`src/rtl/result_dec_streamer.sv`:
```
// result_dec_streamer: captures a signed ALU result, converts it to BCD by double-dabble
// and streams it as ASCII ('-', digits without leading zeros, LF) over valid/ready.
module result_dec_streamer #(
    parameter int W      = 160,
    parameter int DIGITS = 49
) (
    input  logic         clk,
    input  logic         rst,
    input  logic [W-1:0] res_in,
    input  logic         res_valid,
    output logic [7:0]   out_data,
    output logic         out_valid,
    input  logic         out_ready,
    output logic         out_last,
    output logic         busy,
    output logic         overrun
);
    typedef enum logic [1:0] {IDLE, ABS, CONV, EMIT} state_t;
    state_t state, state_n;
    logic prev_valid, neg, sign_pend, term, rise, xfer;
    logic [W-1:0] mag, mag_n;
    logic [4*DIGITS-1:0] bcd, adj, bcd_n;
    logic [7:0] cnt;
    logic [5:0] idx, msd;
    assign rise      = res_valid & ~prev_valid;
    assign out_valid = state == EMIT;
    assign busy      = state != IDLE;
    assign xfer      = out_valid & out_ready;
    assign out_last  = out_valid & term;
    assign out_data  = !out_valid ? 8'h00 : sign_pend ? 8'h2D : term ? 8'h0A : {4'h3, bcd[4*idx +: 4]};
    always_comb begin
        state_n = state;
        case (state)
            IDLE:    state_n = rise ? ABS : IDLE;
            ABS:     state_n = CONV;
            CONV:    state_n = (cnt == 8'(W-1)) ? EMIT : CONV;
            EMIT:    state_n = (xfer && term) ? IDLE : EMIT;
            default: state_n = IDLE;
        endcase
    end
    // One double-dabble step, plus the most significant non-zero digit of its result
    // so the emitter can start past the leading zeros.
    always_comb begin
        adj = bcd;
        for (int d = 0; d < DIGITS; d++)
            if (bcd[4*d +: 4] >= 4'd5) adj[4*d +: 4] = bcd[4*d +: 4] + 4'd3;
        {bcd_n, mag_n} = {adj[4*DIGITS-2:0], mag, 1'b0};
        msd = '0;
        for (int i = 0; i < DIGITS; i++)
            if (bcd_n[4*i +: 4] != 4'd0) msd = 6'(i);
    end
    always_ff @(posedge clk) begin
        if (rst) begin
            state      <= IDLE;
            prev_valid <= 1'b0;
            neg        <= 1'b0;
            sign_pend  <= 1'b0;
            term       <= 1'b0;
            mag        <= '0;
            bcd        <= '0;
            cnt        <= '0;
            idx        <= '0;
            overrun    <= 1'b0;
        end else begin
            state      <= state_n;
            prev_valid <= res_valid;
            if (rise && state != IDLE) overrun <= 1'b1;
            case (state)
                IDLE: if (rise) begin
                    neg <= res_in[W-1];
                    mag <= res_in;
                end
                ABS: begin
                    mag <= neg ? -mag : mag;
                    bcd <= '0;
                    cnt <= '0;
                end
                CONV: begin
                    mag <= mag_n;
                    bcd <= bcd_n;
                    cnt <= cnt + 8'd1;
                    if (cnt == 8'(W-1)) begin
                        sign_pend <= neg;
                        term      <= 1'b0;
                        idx       <= msd;
                    end
                end
                EMIT: if (xfer) begin
                    if (sign_pend) sign_pend <= 1'b0;
                    else if (!term) begin
                        if (idx == 6'd0) term <= 1'b1;
                        else idx <= idx - 6'd1;
                    end
                end
                default: ;
            endcase
        end
    end
endmodule

```
`config.mk`:
```
export PLATFORM = sky130hd
export DESIGN_NAME = result_dec_streamer
export DESIGN_NICKNAME = d
export VERILOG_FILES = /design/src/rtl/result_dec_streamer.sv
export SDC_FILE = /design/constraint.sdc
export NUM_CORES = 1
export LEC_CHECK = 0
export ABC_AREA = 0
export BUFFER_PORTS_ARGS = -buffer_cell sky130_fd_sc_hd__buf_2
export CAP_MARGIN = 20
export CORE_MARGIN = 3
export CORE_UTILIZATION = 45
export CTS_CLUSTER_DIAMETER = 80
export DETAILED_ROUTE_END_ITERATION = 7
export GPL_ROUTABILITY_DRIVEN = 0
export SYNTH_ARGS = -nofsm -noshare
export SYNTH_HDL_FRONTEND = slang
export SYNTH_SLANG_ARGS = --single-unit
export TNS_END_PERCENT = 5
```
`constraint.sdc`:
```
create_clock -name clk -period 4.9 [get_ports clk]
set_input_delay 0.245 -clock clk [delete_from_list [all_inputs] [get_ports clk]]
set_output_delay 0.245 -clock clk [all_outputs]
set_load 0.02 [all_outputs]
```
==> flow_summary.yaml, run 1 <==
yosys:
  synth_largest_area_cell: "dfxtp_1"
  postSynth.topFlopCell: "dfxtp_1"
  post_synth_edffs: 0
  synth_top_area_frac: 0.280
  synthesis.instances: 3617
  synth.ff_latch_count: 377
  avgSynthCellArea_um2: 7.45
  syn-cell-area_mm2: 0.0270
  ys_top_cells_by_area: "dfxtp_1 28%, nor2_1 6.6%, a21oi_1 5.7%"
  synth.distinct_cells: 79
  synth.yosys.seq_area_share: 0.280
  synthArstFlopShare: 0
  synth-warning-count: 0
die:
  die_area_mm2: 0.0629
  chipWidth_um: 251
  core_region_area_mm2: 0.0591
  boundaryPins: 176
  initial_utilization: 0.456
  die_h_um: 251
  floorplan.rows: 89
hold_path:
  worstHoldPathType: "in -> reg"
  min_delay_path_depth: 5
grt:
  grtUsageTotal: 0.275
  grt_start_max_net_pins: 144
  grt-ovfl-total: 0
  vias_in_the_first_global_route: 26400
  antenna_violations_before_repair: 3
  grt_pass1_wl_mm: 144
drt:
  route.vias.total: 28100
  drcViolationCount: 0
  antenna_left: 0
  dr.first_iter.drc_count: 2202
  detailed_route_wl_mm: 90.2
  avgViaCountPerCell: 6.33
  post_drt_wl_per_cell_um: 20.3
  detailedRoute.firstPassIterationCount: 6
critical_path:
  worstPathCellList: "inv_1 -> ha_1 -> or3b_1 -> or4b_1 -> or3_1 -> or4_4 -> or4_1 -> or3_4 -> o21ai_1 -> a31o_2 -> a21oi_2"
  cp_slowest_stage_delay_ps: 640
  setup.worst_path.class: "reg -> reg"
  cp_slowest_cell: "or4_4"
  r2r.worst_path.cells: 11
  start_kind: "flip-flop"
  crit_arrival_ps: 4840
  critical_path_required_ps: 5350
  cp-end-kind: "flip-flop"
  critical_path.max_fanout: 12
outcome:
  status: "complete, no violations"
pwr:
  static_leak_uw: 0.0111
  internal-power_uw: 6660
  power.ir.vdd_worst_uv: 275
  combPwrFrac: 0.340
  p_seq_frac: 0.344
  clock_power_share: 0.316
  netSwitchingFraction: 0.398
  p_per_cell_area_mw_per_mm2: 370
  switchingPower_uw: 4410
clock_network:
  cts-root-to-sink-buffers: 3
  cts.htree.levels: 2
  tritoncts: "yes"
  cts-root-buf: "clkbuf_16"
  cts-buffers-inserted: 47
  clock_latency_ps: 590
  cts_sinks: 377
  clk_pin_slew_ps: 60
  gates_resized_cts_repair: 0
sta:
  max_freq_mhz: 228
  final_hold_violation_count: 0
  post-route-period-util: 0.894
  worst_slew_margin_relative_to_its_limit: 0.232
  period_needed_ps: 4380
  setup_viol: 0
  fin_setup_tns_ps: 0
  rsz0062_at_grt: "false"
  worst_slew_pin_slew_ps: 1150
  report.final.slew_viol_count: 0
  fin_worst_skew_ps: 23.2
  finalWorstSetupSlack_ps: 517
placed_design:
  post-place-ws_ps: 554
  hpwl_mm: 59.4
  port_buffers: 173
cells_and_area:
  area_growth_pct: 11.0
  final_nets: 3902
  layout_commonest_cell: "nor2_1"
  post_route_cells_drive_above_1_share: 0.106
  mostFrequentLayoutCells: "474 x nor2_1, 375 x dfxtp_1, 306 x a21oi_1"
run:
  cap_violations: 0
## per-stage QoR
step | power (uW) | utilization | cells | cell area (um2) | hold slack [ps]
floorplan | 6380 | - | 3618 | 27000 | 373
global placement | 7490 | 0.478 | 4344 | 28300 | 455
detailed placement | 7560 | 0.478 | 4344 | 28300 | 471
CTS | 11100 | 0.506 | 4436 | 29900 | 5.53
global route | 11700 | 0.506 | 4437 | 29900 | 35.9
finish | 11100 | 0.506 | 4439 | 29900 | 36.7
## power groups by stage
stage          Clock (uW)  Sequential (uW)  Combinational (uW)
6_report             3500             3810                3760
5_1_grt              3690             3860                4120
4_1_cts              3570             3800                3710
3_5_place_dp            0             3870                3690
3_3_place_gp            0             3850                3640
2_1_floorplan           0             3700                2680
## flip-flops by register name, indices dropped and copies added, names as in the netlist
| signal | flops |
|---|---|
| state | 2 |
| prev_valid | 1 |
| term | 1 |
| idx | 6 |
| bcd | 196 |
| overrun | 1 |
| neg | 1 |
| sign_pend | 1 |
| cnt | 8 |
| mag | 160 |
## worst paths after layout
path                                 start       end  slack, ps
worst max-delay path                mag[0]  mag[146]        520
worst min-delay path            res_in[12]   mag[12]         40
worst max register to register      mag[0]  mag[146]        520
worst min register to register      cnt[7]    cnt[7]        490
## Yosys cell counts, drive strengths merged (8+ instances only)
master	instances
nand2b	130
or2	13
a31oi	10
dfxtp	377
nand2	295
a221o	15
nand3	71
a32oi	14
nor2b	10
nor4	72
o21ai	299
nor3	142
a2bb2oi	36
mux4	58
or4	54
nand4	19
o31ai	76
o2bb2ai	18
ha	107
o211ai	13
mux2i	56
o22ai	8
a21o	30
a211oi	35
clkbuf	234
mux2	9
or3	37
nor3b	18
a21oi	307
and3	81
inv	127
buf	22
xnor2	47
nor2	476
o311ai	33
a22oi	184
## cell type report
class                   count  area, um2
diodes                      2       5.00
clock buffers              69       1390
clock inverters            13        120
fillers                  5683      29200
inverters                 129        493
multi-input cells        2856      18000
flip-flops and latches    377       7550
well taps                 773        967
repair buffers            220       1350
## worst max-delay path, delay by kind of cell (launching register included)
| family | cells | cell delay, ps |
|---|---|---|
| flip-flops | 1 | 340 |
| buffers and inverters | 1 | 70 |
| adder cells (fa/ha/maj) | 1 | 190 |
| AND/OR/NAND/NOR | 6 | 3260 |
| AO/OA/AOI/OAI | 3 | 380 |
## metal layers
layer  routed length [um]  track usage  part of all wire
met5                   25            0           0.00028
met4                 3260        0.105             0.036
met3                 6080       0.0383             0.067
met2                42600        0.463              0.47
met1                38200        0.359              0.42
## timing repair
action                    in CTS  in global routing
hold endpoints to repair      10                  0
buffers inserted               0                  0
hold buffers                  10                  0
## kinds of logic (layout without fill, tap and decap cells)
kind of cell	Yosys count	after routing	synth area share
xor gates and xnor gates	51	51	0.0166
adders and majority gates	107	107	0.0497
AOI/OAI and AO/OA	1137	1137	0.268
muxes	123	123	0.0730
buffers and inverters	385	431	0.0541
other	1	4	0.000139
and+or+nand+nor	1436	1436	0.258
DFF	377	377	0.280
No activity file was read; power rests on OpenSTA's default activity.
==> run 2, diff against run 1 <==
Settings changed: CELL_PAD_IN_SITES_DETAIL_PLACEMENT from default to 0, CELL_PAD_IN_SITES_GLOBAL_PLACEMENT from default to 1, PLACE_DENSITY_LB_ADDON from default to 0.1, SKIP_CTS_REPAIR_TIMING from default to 1.
==> flow_summary.yaml, run 2 (synthesized netlist as in run 1, its figures left out) <==
pwr:
  switchingPower_uw: 4390
  static_leak_uw: 0.0111
  clock_power_share: 0.304
  netSwitchingFraction: 0.401
  p_per_cell_area_mw_per_mm2: 367
  power.ir.vdd_worst_uv: 265
  p_seq_frac: 0.347
  combPwrFrac: 0.349
  power.total_uw: 11000
  internal-power_uw: 6560
cells_and_area:
  layout.cells.non_filler: 4424
  largest_register: "bcd"
  post_route_cells_drive_above_1_share: 0.103
  mostFrequentLayoutCells: "474 x nor2_1, 375 x dfxtp_1, 306 x a21oi_1"
  fillerInstances: 5822
  area_growth_pct: 10.7
  top_regs: "bcd: 196 flops, mag: 160 flops, cnt: 8 flops"
  largest_register_ffs: 196
  final_core_util: 0.505
  layout_commonest_cell: "nor2_1"
  area_of_the_multi_input_gates_mm2: 0.0180
  sequential_cell_area_mm2: 0.00755
  final_nets: 3895
drt:
  detailed_route_wl_mm: 90.4
  post_drt_wl_per_cell_um: 20.4
  route.vias.total: 27800
  detailedRoute.firstPassIterationCount: 8
  dr.first_iter.drc_count: 2229
  avgViaCountPerCell: 6.29
  antenna_left: 0
  drcViolationCount: 0
hold_path:
  worstHoldPathType: "in -> reg"
sta:
  max_freq_mhz: 228
  worst_slew_pin_slew_ps: 1200
  final_hold_violation_count: 2
  finalWorstSetupSlack_ps: 505
  report.final.slew_viol_count: 0
  fin_worst_skew_ps: 14.1
  period_needed_ps: 4400
  setup_viol: 0
  fin_setup_tns_ps: 0
  worst_slew_margin_relative_to_its_limit: 0.192
  worst_hold_slack_ps: -34.9
  rsz0062_at_grt: "false"
  post-route-period-util: 0.897
critical_path:
  worstPathCellList: "inv_1 -> ha_1 -> or3b_1 -> or4b_1 -> or3_1 -> or4_4 -> or4_1 -> or3_4 -> o21ai_1 -> a31o_2 -> a21oi_2"
  critical_path.max_fanout: 12
  critical_path_required_ps: 5330
  cp-end-kind: "flip-flop"
  cp_slowest_cell: "or4_4"
  critPathBufInv: 1
  largest_delay_contributor_family_on_the_critical_path: "simple AND/OR/NAND/NOR gates"
  start_kind: "flip-flop"
  cp_slowest_stage_delay_ps: 640
  setup.worst_path.class: "reg -> reg"
  crit_arrival_ps: 4820
die:
  initial_utilization: 0.456
  die_h_um: 251
  boundaryPins: 176
  die_area_mm2: 0.0629
  core_region_area_mm2: 0.0591
  floorplan.rows: 89
  chipWidth_um: 251
clock_network:
  cts-root-to-sink-buffers: 3
  clock_latency_ps: 590
  clk_pin_slew_ps: 60
  cts.htree.levels: 2
  cts-buffers-inserted: 47
  tritoncts: "yes"
  cts-root-buf: "clkbuf_16"
  cts_sinks: 377
placed_design:
  hpwl_mm: 59.6
  post-place-ws_ps: 532
  port_buffers: 173
  dpl.cell_count: 4342
outcome:
  status: "complete, but fails checks"
  violations_in_the_final_reports: "hold timing"
run:
  cap_violations: 0
grt:
  grtUsageTotal: 0.277
  grt-ovfl-total: 0
  grt_start_max_net_pins: 216
  grt_pass1_wl_mm: 144
  antenna_violations_before_repair: 5
  vias_in_the_first_global_route: 26200
==> run 2: stage by stage <==
step,hold slack (ps),cell area (um2)
floorplan,373,27000
global placement,453,28400
detailed placement,464,28400
CTS,-142,29800
global route,0.167,29800
finish,-34.9,29800
==> run 2: final cells by class <==
type                            count  area share
Antenna cell                        2    0.000168
Clock inverter                      5    0.000839
Sequential cell                   377       0.253
Clock buffer                       69      0.0466
Tap cell                          773      0.0324
Multi-Input combinational cell   2856       0.605
Timing Repair Buffer              213      0.0455
Inverter                          129      0.0165
==> run 2: worst paths after layout <==
check	to	startpoint	slack [ps]	depth (start not counted)
hold / removal	mag[98]	res_in[98]	-30	3
setup reg to reg	mag[146]	mag[0]	500	11
setup / recovery	mag[146]	mag[0]	500	11
hold reg to reg	overrun	overrun	470	2
==> run 2: worst register-to-register path, stage by stage, from the launching register on <==
cell and delay (ps):
dfxtp_1 340, inv_1 80, ha_1 190, or3b_1 410, or4b_1 620, or3_1 510
or4_4 640, or4_1 640, or3_4 460, o21ai_1 150, a31o_2 170, a21oi_2 50
==> run 2: per-layer routing <==
layer  part of all wire  routed length [um]  vias up  GRT usage
li1                   -                   -    13400          -
met1               0.43               39100    13400      0.361
met2               0.48               43000      858      0.470
met3              0.059                5320      172     0.0373
met4              0.033                2980       10      0.100
met5            0.00059                  53        -          0
==> run 2: power groups by stage <==
stage,Clock (uW),Combinational [uW],Sequential (uW)
floorplan,0,2680,3700
global placement,0,3730,3840
detailed placement,0,3780,3850
CTS,3420,3790,3780
global route,3530,4190,3860
finish,3330,3820,3800
